`src/rtl/archie_pkg.sv`:
```
// Shared types and constants for the Archimedes ROM loader and its port mux.
package archie_pkg;

  localparam int unsigned RAM_AW  = 26;
  localparam int unsigned CORE_AW = 24;
  localparam int unsigned WORD_AW = 22;
  localparam int unsigned DAT_W   = 32;
  localparam int unsigned HALF_W  = 16;
  localparam int unsigned CNT_W   = 23;

  localparam logic [3:0] SEL_LO      = 4'b0011;
  localparam logic [3:0] SEL_HI      = 4'b1100;
  localparam logic [3:0] SEL_ALL     = 4'b1111;
  localparam logic [2:0] CTI_CLASSIC = 3'b000;

  typedef enum logic [2:0] {
    ST_PASS,
    ST_DRAIN,
    ST_LOAD,
    ST_WRITE,
    ST_FLUSH
  } ldr_state_t;

  // One Wishbone master request towards the SDRAM port.
  typedef struct packed {
    logic                stb;
    logic                cyc;
    logic                we;
    logic [3:0]          sel;
    logic [2:0]          cti;
    logic [RAM_AW-1:0]   adr;
    logic [DAT_W-1:0]    dat;
  } wb_req_t;

  // Byte address of a 32-bit word offset relative to a base.
  function automatic logic [RAM_AW-1:0] word_byte_addr(input logic [RAM_AW-1:0]  base,
                                                       input logic [WORD_AW-1:0] word);
    return base + {2'b00, word, 2'b00};
  endfunction

endpackage

```
`src/rtl/wb_port_mux.sv`:
```
// 2:1 Wishbone master mux; the acknowledge goes only to the selected master.
module wb_port_mux
  import archie_pkg::*;
(
  input  logic    sel_b,
  input  wb_req_t a_req,
  input  wb_req_t b_req,
  output wb_req_t m_req,
  input  logic    m_ack,
  output logic    a_ack,
  output logic    b_ack
);

  // Route the selected request and steer the returning ack.
  always_comb begin
    m_req = sel_b ? b_req : a_req;
    a_ack = m_ack & ~sel_b;
    b_ack = m_ack & sel_b;
  end

endmodule

```
`src/rtl/archie_rom_loader.sv`:
```
// Packs ioctl halfwords into 32-bit SDRAM writes and shares the SDRAM port with the core.
module archie_rom_loader
  import archie_pkg::*;
#(
  parameter logic [25:0] BASE_ADDR = 26'h0400000,
  parameter logic [7:0]  INDEX     = 8'd1
) (
  input  logic                clk_sys,
  input  logic                reset,
  input  logic                ioctl_download,
  input  logic [7:0]          ioctl_index,
  input  logic                ioctl_wr,
  input  logic [24:0]         ioctl_addr,
  input  logic [HALF_W-1:0]   ioctl_dout,
  output logic                ioctl_wait,
  input  logic                core_stb,
  input  logic                core_cyc,
  input  logic                core_we,
  input  logic [3:0]          core_sel,
  input  logic [2:0]          core_cti,
  input  logic [CORE_AW-1:0]  core_adr,
  input  logic [DAT_W-1:0]    core_dat,
  output logic                core_ack,
  output logic                ram_stb,
  output logic                ram_cyc,
  output logic                ram_we,
  output logic [3:0]          ram_sel,
  output logic [2:0]          ram_cti,
  output logic [RAM_AW-1:0]   ram_adr,
  output logic [DAT_W-1:0]    ram_dat,
  input  logic                ram_ack,
  output logic                busy,
  output logic [CNT_W-1:0]    words
);

  ldr_state_t          state, state_n;
  logic [HALF_W-1:0]   lo, lo_n;
  logic                lo_valid, lo_valid_n;
  logic [WORD_AW-1:0]  lo_word, lo_word_n;
  logic                ld_stb, ld_stb_n;
  logic [RAM_AW-1:0]   ld_adr, ld_adr_n;
  logic [DAT_W-1:0]    ld_dat, ld_dat_n;
  logic [3:0]          ld_sel, ld_sel_n;
  logic [CNT_W-1:0]    words_n;

  logic                active;
  logic [WORD_AW-1:0]  wr_word;
  logic                lo_match;
  logic                sel_loader;
  logic                ld_ack;
  wb_req_t             core_req, ld_req, ram_req;
  logic                unused_addr_bits;

  assign unused_addr_bits = ^{ioctl_addr[24], ioctl_addr[0]};

  // Decode of the download stream against this loader's index.
  always_comb begin
    active   = ioctl_download & (ioctl_index == INDEX);
    wr_word  = ioctl_addr[23:2];
    lo_match = lo_valid & (lo_word == wr_word);
  end

  // State, pending-half and write-request registers.
  always_ff @(posedge clk_sys) begin
    if (reset) begin
      state    <= ST_PASS;
      lo       <= '0;
      lo_valid <= 1'b0;
      lo_word  <= '0;
      ld_stb   <= 1'b0;
      ld_adr   <= '0;
      ld_dat   <= '0;
      ld_sel   <= '0;
      words    <= '0;
    end else begin
      state    <= state_n;
      lo       <= lo_n;
      lo_valid <= lo_valid_n;
      lo_word  <= lo_word_n;
      ld_stb   <= ld_stb_n;
      ld_adr   <= ld_adr_n;
      ld_dat   <= ld_dat_n;
      ld_sel   <= ld_sel_n;
      words    <= words_n;
    end
  end

  // Next-state, halfword packing and HPS throttle.
  always_comb begin
    state_n    = state;
    lo_n       = lo;
    lo_valid_n = lo_valid;
    lo_word_n  = lo_word;
    ld_stb_n   = ld_stb;
    ld_adr_n   = ld_adr;
    ld_dat_n   = ld_dat;
    ld_sel_n   = ld_sel;
    words_n    = words;
    ioctl_wait = 1'b0;

    unique case (state)
      ST_PASS: begin
        if (active) begin
          state_n = ST_DRAIN;
          words_n = '0;
        end
      end

      ST_DRAIN: begin
        ioctl_wait = 1'b1;
        if (!core_cyc || ram_ack) state_n = ST_LOAD;
      end

      ST_LOAD: begin
        if (!active) begin
          if (lo_valid) begin
            state_n    = ST_FLUSH;
            ld_stb_n   = 1'b1;
            ld_adr_n   = word_byte_addr(BASE_ADDR, lo_word);
            ld_dat_n   = {lo, lo};
            ld_sel_n   = SEL_LO;
            lo_valid_n = 1'b0;
          end else begin
            state_n = ST_PASS;
          end
        end else if (ioctl_wr) begin
          if (ioctl_addr[1]) begin
            // High half: complete the word if its low half is pending.
            ioctl_wait = 1'b1;
            state_n    = ST_WRITE;
            ld_stb_n   = 1'b1;
            ld_adr_n   = word_byte_addr(BASE_ADDR, wr_word);
            if (lo_match) begin
              ld_dat_n   = {ioctl_dout, lo};
              ld_sel_n   = SEL_ALL;
              lo_valid_n = 1'b0;
            end else begin
              ld_dat_n = {ioctl_dout, ioctl_dout};
              ld_sel_n = SEL_HI;
            end
          end else begin
            if (lo_valid && !lo_match) begin
              // Orphaned low half of another word goes out before it is replaced.
              ioctl_wait = 1'b1;
              state_n    = ST_WRITE;
              ld_stb_n   = 1'b1;
              ld_adr_n   = word_byte_addr(BASE_ADDR, lo_word);
              ld_dat_n   = {lo, lo};
              ld_sel_n   = SEL_LO;
            end
            lo_n       = ioctl_dout;
            lo_word_n  = wr_word;
            lo_valid_n = 1'b1;
          end
        end
      end

      ST_WRITE: begin
        ioctl_wait = 1'b1;
        if (ld_ack) begin
          ld_stb_n = 1'b0;
          words_n  = words + CNT_W'(1);
          state_n  = ST_LOAD;
        end
      end

      ST_FLUSH: begin
        ioctl_wait = 1'b1;
        if (ld_ack) begin
          ld_stb_n = 1'b0;
          words_n  = words + CNT_W'(1);
          state_n  = ST_PASS;
        end
      end

      default: state_n = ST_PASS;
    endcase
  end

  // Port ownership and request payloads for both masters.
  always_comb begin
    busy       = (state != ST_PASS);
    sel_loader = (state == ST_LOAD) || (state == ST_WRITE) || (state == ST_FLUSH);

    core_req.stb = core_stb;
    core_req.cyc = core_cyc;
    core_req.we  = core_we;
    core_req.sel = core_sel;
    core_req.cti = core_cti;
    core_req.adr = {core_adr, 2'b00};
    core_req.dat = core_dat;

    ld_req.stb = ld_stb;
    ld_req.cyc = ld_stb;
    ld_req.we  = 1'b1;
    ld_req.sel = ld_sel;
    ld_req.cti = CTI_CLASSIC;
    ld_req.adr = ld_adr;
    ld_req.dat = ld_dat;
  end

  wb_port_mux u_mux (
    .sel_b (sel_loader),
    .a_req (core_req),
    .b_req (ld_req),
    .m_req (ram_req),
    .m_ack (ram_ack),
    .a_ack (core_ack),
    .b_ack (ld_ack)
  );

  // Flatten the selected request onto the SDRAM port.
  always_comb begin
    ram_stb = ram_req.stb;
    ram_cyc = ram_req.cyc;
    ram_we  = ram_req.we;
    ram_sel = ram_req.sel;
    ram_cti = ram_req.cti;
    ram_adr = ram_req.adr;
    ram_dat = ram_req.dat;
  end

endmodule
```
`config.mk`:
```
export PLATFORM = sky130hd
export DESIGN_NAME = archie_rom_loader
export DESIGN_NICKNAME = d
export VERILOG_FILES = /design/src/rtl/archie_pkg.sv /design/src/rtl/wb_port_mux.sv /design/src/rtl/archie_rom_loader.sv
export SDC_FILE = /design/constraint.sdc
export NUM_CORES = 1
export LEC_CHECK = 0
export ABC_AREA = 1
export CORE_MARGIN = 1
export CORE_UTILIZATION = 48
export DETAILED_ROUTE_END_ITERATION = 7
export GPL_ROUTABILITY_DRIVEN = 0
export PLACE_DENSITY_LB_ADDON = 0.2
export SYNTH_ARGS = -nofsm -noshare
export SYNTH_HDL_FRONTEND = slang
export SYNTH_SLANG_ARGS = --single-unit
export TNS_END_PERCENT = 10
```
`constraint.sdc`:
```
create_clock -name clk_sys -period 2.25 [get_ports clk_sys]
set_input_delay 0.675 -clock clk_sys [delete_from_list [all_inputs] [get_ports clk_sys]]
set_output_delay 0.675 -clock clk_sys [all_outputs]
set_load 0.02 [all_outputs]
```
==> results.sh, run 1 <==
export IMPL_grt_pass1_wl_um=33580
export IMPL_tightestPinTransition_ns=0.6539
export IMPL_dp_hpwl_um=14600
export IMPL_hp_class="reg2reg"
export IMPL_grt_overflow=0
export IMPL_h_tree_depth=4
export IMPL_die_h_um=123.8
export IMPL_area_growth_pct=53.47
export IMPL_cp_endpoint="ram_dat[22]"
export IMPL_yosys_cell_types_count=37
export IMPL_power_static_leakage_nw=4.826
export IMPL_crit_type="reg2out"
export IMPL_num_io_pins=214
export IMPL_maxCapViolCount=0
export IMPL_grt_max_degree=56
export IMPL_clkTransAtPathRegs_ns=0.06
export IMPL_wl_per_cell_um=14.31
export IMPL_yosysWarnings=0
export IMPL_chipWidth_um=123.8
export IMPL_routed_wl_um=22360
export IMPL_crit_top_cell="buf_6"
export IMPL_cp_end_kind="output port"
export IMPL_period_minus_slack_ns=2.542
export IMPL_cpPeakStageDelay_ns=0.34
export IMPL_skew_ns=0.008021
export IMPL_synth_edf_count=0
export IMPL_final_util_pct=75.42
export IMPL_cts_tree="yes"
export IMPL_crit_fanout=6
export IMPL_drc=0
export IMPL_cp_arrival_ns=1.87
export IMPL_grt_pass1_vias=7048
export IMPL_vias_per_cell=5.216
export IMPL_irDropWorstVdd_mv=0.5546
export IMPL_crit_reg2reg_launch="lo_word[10]$_SDFFE_PP0P_"
export IMPL_power_density_nw_per_um2=788.1
export IMPL_crit_chain="buf_6 -> nand2_4 -> nand2_8 -> buf_12 -> buf_16 -> buf_6 -> mux2_4 -> buf_6"
export IMPL_placeableCoreArea_sq_um=14480
export IMPL_nets=1488
export IMPL_grt_usage_pct=27.97
export IMPL_drive_gt1_share_pct=26.49
export IMPL_vias=8148
export IMPL_path_depth=8
export IMPL_drt_pass1_iterations=7
export IMPL_worstPathRequired_ns=1.57
export IMPL_ys_flop_type="dfxtp_1"
export IMPL_fin_area_sq_um=10920
export IMPL_crit_slowest_cell="dfxtp_2"
export IMPL_worst_slack_ns=-0.2922
export IMPL_holdCritStartpoint="ld_dat[21]$_SDFFE_PP0P_"
export IMPL_failed_checks="negative setup slack"
export IMPL_setup_viol=56
export IMPL_power_w=0.008607
export IMPL_ys_seq_elements=123
export IMPL_status="complete, but fails checks"
export IMPL_num_rows=44
export IMPL_netlist_instances=1081
export IMPL_numCtsBuffers=17
export IMPL_hold_violations=0
export IMPL_r2r_end="ld_dat[7]$_SDFFE_PP0P_"
export IMPL_hold_buffers=0
export IMPL_critical_path_startpoint_type="flop"
export IMPL_placed_cell_area_sq_um=9869
export IMPL_fin_crit_sh_pct=113.0
export IMPL_syn_avg_cell_area_sq_um=6.582
export IMPL_netlist_area_sq_um=7116
export IMPL_cts_sinks=123
export IMPL_numPortBuffers=209
export IMPL_fmax_ghz=0.3934
export IMPL_die_area_sq_um=15320
export IMPL_worstSetupStartpoint="state[2]$_SDFFE_PP0P_"
export IMPL_drv_slew=0
export IMPL_path_delay_family="buffers and inverters"
export IMPL_grt_setup_unrepaired="true"
export IMPL_clockRootBuffer="clkbuf_16"
export IMPL_cts_buffer_depth=2
export IMPL_first_iter_violations=648
export IMPL_maxSlewHeadroom_pct=56.40
export IMPL_cp_num_buf_inv=5
export IMPL_async_reset_ff_share_pct=0
export IMPL_drt_antenna_violating_nets=0
export IMPL_seq_area_frac_synth_pct=34.61
export IMPL_n_antenna_cell=0
export IMPL_initial_core_util_pct=49.14
export IMPL_clock_latency_ns=0.43
export IMPL_antenna_found_initial=0
export IMPL_worstRegToRegCells=18
export IMPL_r2r_slack_ns=0.07
## cells in the mapped netlist (2+ instances only)
master    instances  area, sq um
a21o_1            2        15.01
a21oi_1         135        675.7
buf_1             4        15.01
buf_2            17        85.08
buf_4            11        82.58
buf_6             9        101.4
clkbuf_1         20        75.07
dfxtp_1         123         2462
ha_1              3        37.54
inv_1           119        446.7
inv_2             8        30.03
mux2_2           39        439.2
nand2_1         266        998.5
nand2_2           5        31.28
nand2_4           2        22.52
nand3_1          80        400.4
nand4_1          16        100.1
nand4_2           2        25.02
nor2_1           99        371.6
nor2_2            3        18.77
nor2_4            3        33.78
nor3_1            8        40.04
o21ai_0          77        385.4
o21ai_1           8        40.04
o21ai_2           3        26.28
xnor2_1           3        26.28
xor2_1            6        52.55
## kinds of logic after synthesis
family,Yosys count,share of synthesized area (%)
buffers and inverters,188,11.75
XOR/XNOR,9,1.108
flip-flops,123,34.61
AND/OR/NAND/NOR,488,29.17
AO/OA/AOI/OAI,230,16.62
other,1,0.05270
multiplexers,39,6.172
adder cells (fa/ha/maj),3,0.5276
## worst min-delay path by stage
stage	to	slack, ns	cells after the start
after floorplan	ld_adr[22]$_SDFFE_PP0P_	0.44	2
after global placement	ld_adr[4]$_SDFFE_PP0P_	0.45	2
after detailed placement	ld_adr[15]$_SDFFE_PP0P_	0.45	2
after CTS	ld_sel[2]$_SDFFE_PP0P_	0.46	2
after global routing	ld_dat[20]$_SDFFE_PP0P_	0.48	2
final	ld_dat[21]$_SDFFE_PP0P_	0.46	2
## final cells by class
cell class	count	area (sq um)
Multi-Input combinational cell	771	4138
Inverter	127	479.2
Timing Repair Buffer	325	2998
Clock inverter	14	172.7
Fill cell	1093	3558
Clock buffer	18	429.2
Sequential cell	123	2474
Tap cell	184	230.2
## sequential cells by signal, indices dropped and copies added (netlist names)
register / flops
ld_adr: 23
ld_dat: 32
ld_sel: 2
ld_stb: 1
lo: 16
lo_valid: 1
lo_word: 22
state: 3
words: 23
## where the power goes
part | internal, W | switching [W] | total [W]
sequential | 0.00224 | 0.0000501 | 0.00229
clock | 0.00174 | 0.00103 | 0.00277
combinational | 0.00169 | 0.00185 | 0.00354
## stage by stage
| step | cells | hold slack [ns] | setup TNS, ns | worst slack (ns) |
|---|---|---|---|---|
| after floorplan | 1082 | 0.4355 | 0 | 0.02166 |
| after global placement | 1501 | 0.4494 | -67.57 | -1.160 |
| after detailed placement | 1501 | 0.4527 | -72.73 | -1.169 |
| after CTS | 1550 | 0.4610 | -11.22 | -0.4227 |
| after global routing | 1562 | 0.4775 | -14.08 | -0.3240 |
| final | 1562 | 0.4587 | -9.971 | -0.2922 |
## per-layer routing
metal	routed length, um	global-route usage, %	part of all wire, %	vias up
met5	0	0	0	-
met4	418	10.99	1.9	0
met3	1518	5.128	6.8	34
met2	10670	44.51	48	312
met1	9745	37.32	44	3740
li1	-	-	-	4062
## worst reg2reg max path, stage by stage (launching register included)
cell	delay, ns
dfxtp_2	0.33
inv_1	0.07
nand2_1	0.05
nand2_1	0.05
nor2_1	0.04
nand2_1	0.12
nor2_4	0.07
buf_6	0.11
buf_6	0.10
buf_6	0.10
buf_4	0.12
buf_4	0.12
buf_6	0.11
nand4_4	0.09
buf_4	0.14
clkbuf_16	0.14
nand3_1	0.08
a21oi_1	0.19
nor2_1	0.06
## placed cells by master (no fill, tap or decap), types with 5 or more instances in the layout
| cell | synthesis | layout |
|---|---|---|
| buf_2 | 17 | 26 |
| nand2_1 | 266 | 256 |
| nor2_1 | 99 | 82 |
| nor3_1 | 8 | 8 |
| dlymetal6s2s_1 | 0 | 10 |
| inv_2 | 8 | 15 |
| o21ai_1 | 8 | 9 |
| a21oi_2 | 1 | 13 |
| a21oi_1 | 135 | 122 |
| clkinv_4 | 0 | 5 |
| buf_12 | 0 | 11 |
| nor2_2 | 3 | 12 |
| nand2_2 | 5 | 10 |
| nand2_4 | 2 | 6 |
| dfxtp_1 | 123 | 116 |
| clkdlybuf4s50_1 | 0 | 106 |
| nor2_4 | 3 | 11 |
| o21ai_0 | 77 | 75 |
| inv_1 | 119 | 110 |
| buf_4 | 11 | 110 |
| mux2_2 | 39 | 27 |
| mux2_4 | 0 | 12 |
| dfxtp_2 | 0 | 6 |
| buf_6 | 9 | 34 |
| clkbuf_16 | 0 | 18 |
| nand3_1 | 80 | 78 |
| clkbuf_2 | 0 | 18 |
| nand4_1 | 16 | 16 |
| xor2_1 | 6 | 6 |
## timing repair
action                                 4_1_cts  5_1_grt
gates resized for setup                    345      185
cloned                                       2        1
setup buffers                               15       13
pin swaps                                   10       31
endpoints found under the hold margin        0        0
setup endpoints to repair                  127      144
(Power assumes the default switching activity.)
==> inputs of run 2 (changes only) <==
--- a/config.mk
+++ b/config.mk
@@ -10,6 +10,7 @@
 export CORE_UTILIZATION = 48
 export DETAILED_ROUTE_END_ITERATION = 7
 export GPL_ROUTABILITY_DRIVEN = 0
+export HOLD_SLACK_MARGIN = 0.1
 export PLACE_DENSITY_LB_ADDON = 0.2
 export SYNTH_ARGS = -nofsm -noshare
 export SYNTH_HDL_FRONTEND = slang
==> results of run 2 <==
Final layout, timing and power as in run 1 (identical DEF).
